`src/rtl/pixel_fetch.sv`:
```
// Fetches a 3-row by num_cols column block of 32-bit words from memory and
// streams each word, column-major (row 0..2 per column), to shift_data_path.
module pixel_fetch (
  input  logic        clk,
  input  logic        reset,
  input  logic        start,
  input  logic [31:0] base_addr,
  input  logic [15:0] row_stride,
  input  logic [15:0] num_cols,
  output logic        mem_req,
  output logic [31:0] mem_addr,
  input  logic        mem_ack,
  input  logic [31:0] mem_rdata,
  output logic        write_en,
  output logic [31:0] data_out,
  output logic        busy,
  output logic        done
);

  typedef enum logic [1:0] {
    IDLE,
    REQ,
    PUSH,
    DONE
  } state_t;

  state_t      state;
  logic [1:0]  row;
  logic [15:0] col;
  logic [15:0] stride_q;
  logic [15:0] cols_q;
  logic [31:0] col_addr;

  logic last_word;
  assign last_word = (row == 2'd2) && (col == cols_q - 16'd1);

  // col_addr tracks base + col*4; each row below it adds one stride to
  // mem_addr, so no multiplier is needed and 32-bit wrap happens naturally.
  always_ff @(posedge clk) begin
    if (reset) begin
      state    <= IDLE;
      row      <= 2'd0;
      col      <= 16'd0;
      stride_q <= 16'd0;
      cols_q   <= 16'd0;
      col_addr <= 32'd0;
      mem_req  <= 1'b0;
      mem_addr <= 32'd0;
      write_en <= 1'b0;
      data_out <= 32'd0;
      busy     <= 1'b0;
      done     <= 1'b0;
    end else begin
      case (state)
        IDLE: begin
          done <= 1'b0;
          if (start) begin
            stride_q <= row_stride;
            cols_q   <= num_cols;
            row      <= 2'd0;
            col      <= 16'd0;
            col_addr <= base_addr;
            mem_addr <= base_addr;
            busy     <= 1'b1;
            if (num_cols == 16'd0) begin
              state <= DONE;
              done  <= 1'b1;
            end else begin
              state   <= REQ;
              mem_req <= 1'b1;
            end
          end
        end

        REQ: begin
          if (mem_ack) begin
            data_out <= mem_rdata;
            mem_req  <= 1'b0;
            write_en <= 1'b1;
            state    <= PUSH;
          end
        end

        PUSH: begin
          write_en <= 1'b0;
          if (last_word) begin
            state <= DONE;
            done  <= 1'b1;
          end else begin
            state   <= REQ;
            mem_req <= 1'b1;
            if (row == 2'd2) begin
              row      <= 2'd0;
              col      <= col + 16'd1;
              col_addr <= col_addr + 32'd4;
              mem_addr <= col_addr + 32'd4;
            end else begin
              row      <= row + 2'd1;
              mem_addr <= mem_addr + {16'd0, stride_q};
            end
          end
        end

        DONE: begin
          done  <= 1'b0;
          busy  <= 1'b0;
          state <= IDLE;
        end

        default: state <= IDLE;
      endcase
    end
  end

endmodule

```
`config.mk`:
```
export PLATFORM = sky130hd
export DESIGN_NAME = pixel_fetch
export DESIGN_NICKNAME = d
export VERILOG_FILES = /design/src/rtl/pixel_fetch.sv
export SDC_FILE = /design/constraint.sdc
export NUM_CORES = 1
export LEC_CHECK = 0
export BUFFER_PORTS_ARGS = -buffer_cell sky130_fd_sc_hd__buf_2
export CORE_MARGIN = 8
export CORE_UTILIZATION = 59
export DETAILED_ROUTE_END_ITERATION = 8
export PLACE_DENSITY_LB_ADDON = 0.1
export SYNTH_ARGS = -nofsm -noshare
export SYNTH_HDL_FRONTEND = slang
export SYNTH_SLANG_ARGS = --single-unit
```
`constraint.sdc`:
```
create_clock -name clk -period 6.7 [get_ports clk]
set_input_delay 1.34 -clock clk [delete_from_list [all_inputs] [get_ports clk]]
set_output_delay 1.34 -clock clk [all_outputs]
set_load 0.03 [all_outputs]
```
==> results.py <==
metrics = {
    "final_layout": {
        "multi_input_area_sq_um": 5360,
        "fin_util": 0.705,
        "nFillCells": 1270,
        "area_growth_pct": 16.8,
        "layout.area.seq_sq_um": 3040,
        "final_nets": 1406,
        "drive_above_1_share": 0.180,
    },
    "timing": {
        "period_share": 0.563,
        "setup_viol": 0,
        "slew_headroom": 0.242,
        "min_period_ps": 3770,
        "clock_skew_ps": 9.48,
        "slew_violations": 0,
        "setup-tns-final_ps": 0,
        "hold_violations": 0,
        "max_freq_mhz": 265,
        "worst_pin_slew_ps": 1140,
        "fin_ws_ps": 2930,
        "rsz0062_at_grt": "false",
    },
    "worst_setup_path": {
        "crit_type": "reg -> reg",
        "crit_family": "compound AO/OA/AOI/OAI gates",
        "startpoint_type": "register",
        "slowest_stage": "o21a_2",
        "reg2reg_depth": 11,
        "required_ps": 6970,
        "max_stage_delay_ps": 580,
        "end_kind": "register",
        "cp.arrival_ps": 4040,
        "r2r_setup_slack_ps": 2930,
        "cp.depth": 11,
        "critPathMaxFanout": 47,
        "r2r-start": "cols_q[0]",
        "path_cells": "inv_1, ha_1, or3b_2, or4_1, o311ai_1, a31o_2, nand4_2, o21a_2, buf_4, a31oi_1, a311oi_1",
        "reg2reg_to": "col_addr[13]",
        "cp_num_buf_inv": 2,
    },
    "clocking": {
        "cts_sinks": 152,
        "cts_tree": "yes",
        "h-tree-depth": 4,
        "clk_latency_ps": 430,
        "cts-resized-gates": 0,
        "cts_setup_buffers": 0,
        "cts_hold_buf": 0,
        "cts_made_buffers": 17,
        "cts-root-buf": "clkbuf_16",
        "clockBufferDepth": 2,
        "clk_pin_slew_ps": 70,
    },
    "grt": {
        "grt_pass1_wl_mm": 41.5,
        "antenna_found_initial": 2,
        "grt_max_degree": 91,
        "overflow": 0,
        "first_global_vias": 8503,
        "track_usage": 0.267,
    },
    "floorplanning": {
        "core_area_sq_um": 14500,
        "die_w_um": 138,
        "start_util": 0.604,
        "die-area_sq_um": 19000,
        "num_io_pins": 168,
        "chipHeight_um": 138,
        "rows": 44,
    },
    "hold_path": {
        "holdPathEnd": "data_out[13]",
        "hp-start": "data_out[13]",
        "hold_depth": 2,
        "hp-class": "reg -> reg",
    },
    "logic_synthesis": {
        "synth_top_area_share": 0.347,
        "yosysMostFrequentCell": "nand2_1",
        "synth-seq-area-share": 0.347,
        "synth_area_leaders": "dfxtp_1 35%, a21oi_1 9.5%, nand2_1 9.4%",
        "syn_avg_cell_area_sq_um": 7.53,
        "synth_common_cells": "220 x nand2_1, 167 x a21oi_1, 152 x dfxtp_1",
        "ys_ff_latch": 152,
        "ys_async_sr_fraction": 0,
        "ys.warnings.count": 0,
        "ys_types": 72,
        "synth_area_sq_um": 8770,
        "synth_area_leader_cell": "dfxtp_1",
        "synth_ff_type": "dfxtp_1",
        "syn_nets": 1291,
        "synth_edf_count": 0,
        "syn_inst": 1165,
    },
    "power_and_ir_drop": {
        "ir_drop_uv": 267,
        "pwr-share-seq": 0.334,
        "clkPwrFrac": 0.272,
        "p_leak_nw": 4.07,
        "pwr_density_cell_nw_per_um2": 383,
        "p_int_mw": 2.29,
        "power_switching_mw": 1.63,
        "pwr-share-comb": 0.393,
        "p_sw_frac": 0.416,
    },
    "route": {
        "drt_pre_antenna_iters": 8,
        "final_antenna_net_count": 0,
        "drc": 0,
        "wl_per_cell_um": 17.6,
        "via_per_inst": 6.15,
        "drt_wl_total_mm": 26.0,
        "drtIter0Drc": 768,
        "vias": 9092,
    },
    "run": {
        "drv_cap": 0,
    },
    "placement": {
        "place.gp.congestion": 0.912,
        "port_buffers": 167,
        "pre_cts_ws_ps": 2890,
        "dp_hpwl_mm": 17.8,
    },
    "outcome": {
        "status": "complete, no violations",
    },
}
==> power by group through the flow <==
stage          logic (mW)  clock network, mW  registers (mW)
6_report             1.54               1.07            1.31
5_1_grt              1.70               1.11            1.34
4_1_cts              1.53               1.07            1.31
3_5_place_dp         1.52                  0            1.32
3_3_place_gp         1.50                  0            1.32
2_1_floorplan        1.03                  0            1.44
==> cell type report <==
class | count | area share
antenna | 1 | 0.000244
clock buffer | 18 | 0.0428
multi-input combinational | 917 | 0.523
clock inverter | 14 | 0.0204
sequential | 152 | 0.297
inverter | 15 | 0.00549
tap | 184 | 0.0225
timing repair buffer | 177 | 0.0891
==> cell families (layout without fill, tap and decap cells) <==
| family | after synthesis | after routing | share of synthesized area |
|---|---|---|---|
| simple gates | 449 | 449 | 0.240 |
| compound gates | 378 | 378 | 0.266 |
| flops | 152 | 152 | 0.347 |
| buf+inv | 96 | 224 | 0.0446 |
| xor+xnor | 56 | 56 | 0.0559 |
| fa+ha+maj | 26 | 26 | 0.0379 |
| mux | 8 | 8 | 0.00913 |
| other cells | 0 | 1 | 0 |
==> metrics by stage <==
stage	hold slack [ps]	instances	power, mW	area [sq um]
3_5_place_dp	443	1445	2.84	9600
6_report	451	1478	3.92	10300
4_1_cts	452	1477	3.91	10200
5_1_grt	470	1478	4.15	10300
3_3_place_gp	438	1445	2.82	9600
2_1_floorplan	437	1165	2.46	8770
==> sequential cells by signal, summed over array words and instances (netlist names) <==
name / cells
mem_addr: 32
mem_req: 1
data_out: 32
done: 1
row: 2
col_addr: 32
state: 2
cols_q: 16
stride_q: 16
col: 16
busy: 1
write_en: 1
==> worst max-delay path by stage <==
| stage | slack (ps) | startpoint | end |
|---|---|---|---|
| final | 2930 | cols_q[0] | col_addr[13] |
| after global routing | 2730 | cols_q[0] | col_addr[18] |
| after CTS | 3000 | cols_q[0] | col_addr[13] |
| after detailed placement | 2890 | start | col_addr[13] |
| after global placement | 2980 | start | col_addr[13] |
| after floorplan | 3690 | cols_q[0] | mem_addr[17] |
==> cell usage in the layout (no fill, tap or decap), drive strengths merged, types with 6 or more instances in the layout <==
cell | netlist | final
mux2i | 8 | 8
o22ai | 13 | 13
nand4 | 18 | 18
dfxtp | 152 | 152
and3 | 18 | 18
a31o | 7 | 7
o211ai | 17 | 17
o41ai | 8 | 8
nor2 | 65 | 65
clkbuf | 59 | 18
nor4 | 12 | 12
a31oi | 10 | 10
nand2b | 10 | 10
nor2b | 13 | 13
a21oi | 167 | 167
or3 | 20 | 20
xor2 | 25 | 25
o21ai | 64 | 64
and2 | 6 | 6
inv | 13 | 21
a211oi | 32 | 32
nand2 | 221 | 221
buf | 22 | 177
or4 | 7 | 7
xnor2 | 31 | 31
nor3 | 11 | 11
ha | 25 | 25
nand3 | 34 | 34
==> metal layers <==
metal  global-route usage  share of wire
met5                    0        0.00031
met4               0.0854          0.016
met3               0.0754          0.092
met2                0.426           0.46
met1                0.342           0.43
==> tightest hold or removal path, stage by stage (launching register included) <==
cell     delay, ps
dfxtp_1        310
nand2_1         50
a21oi_1         50
No activity file was read; power rests on OpenSTA's default activity.
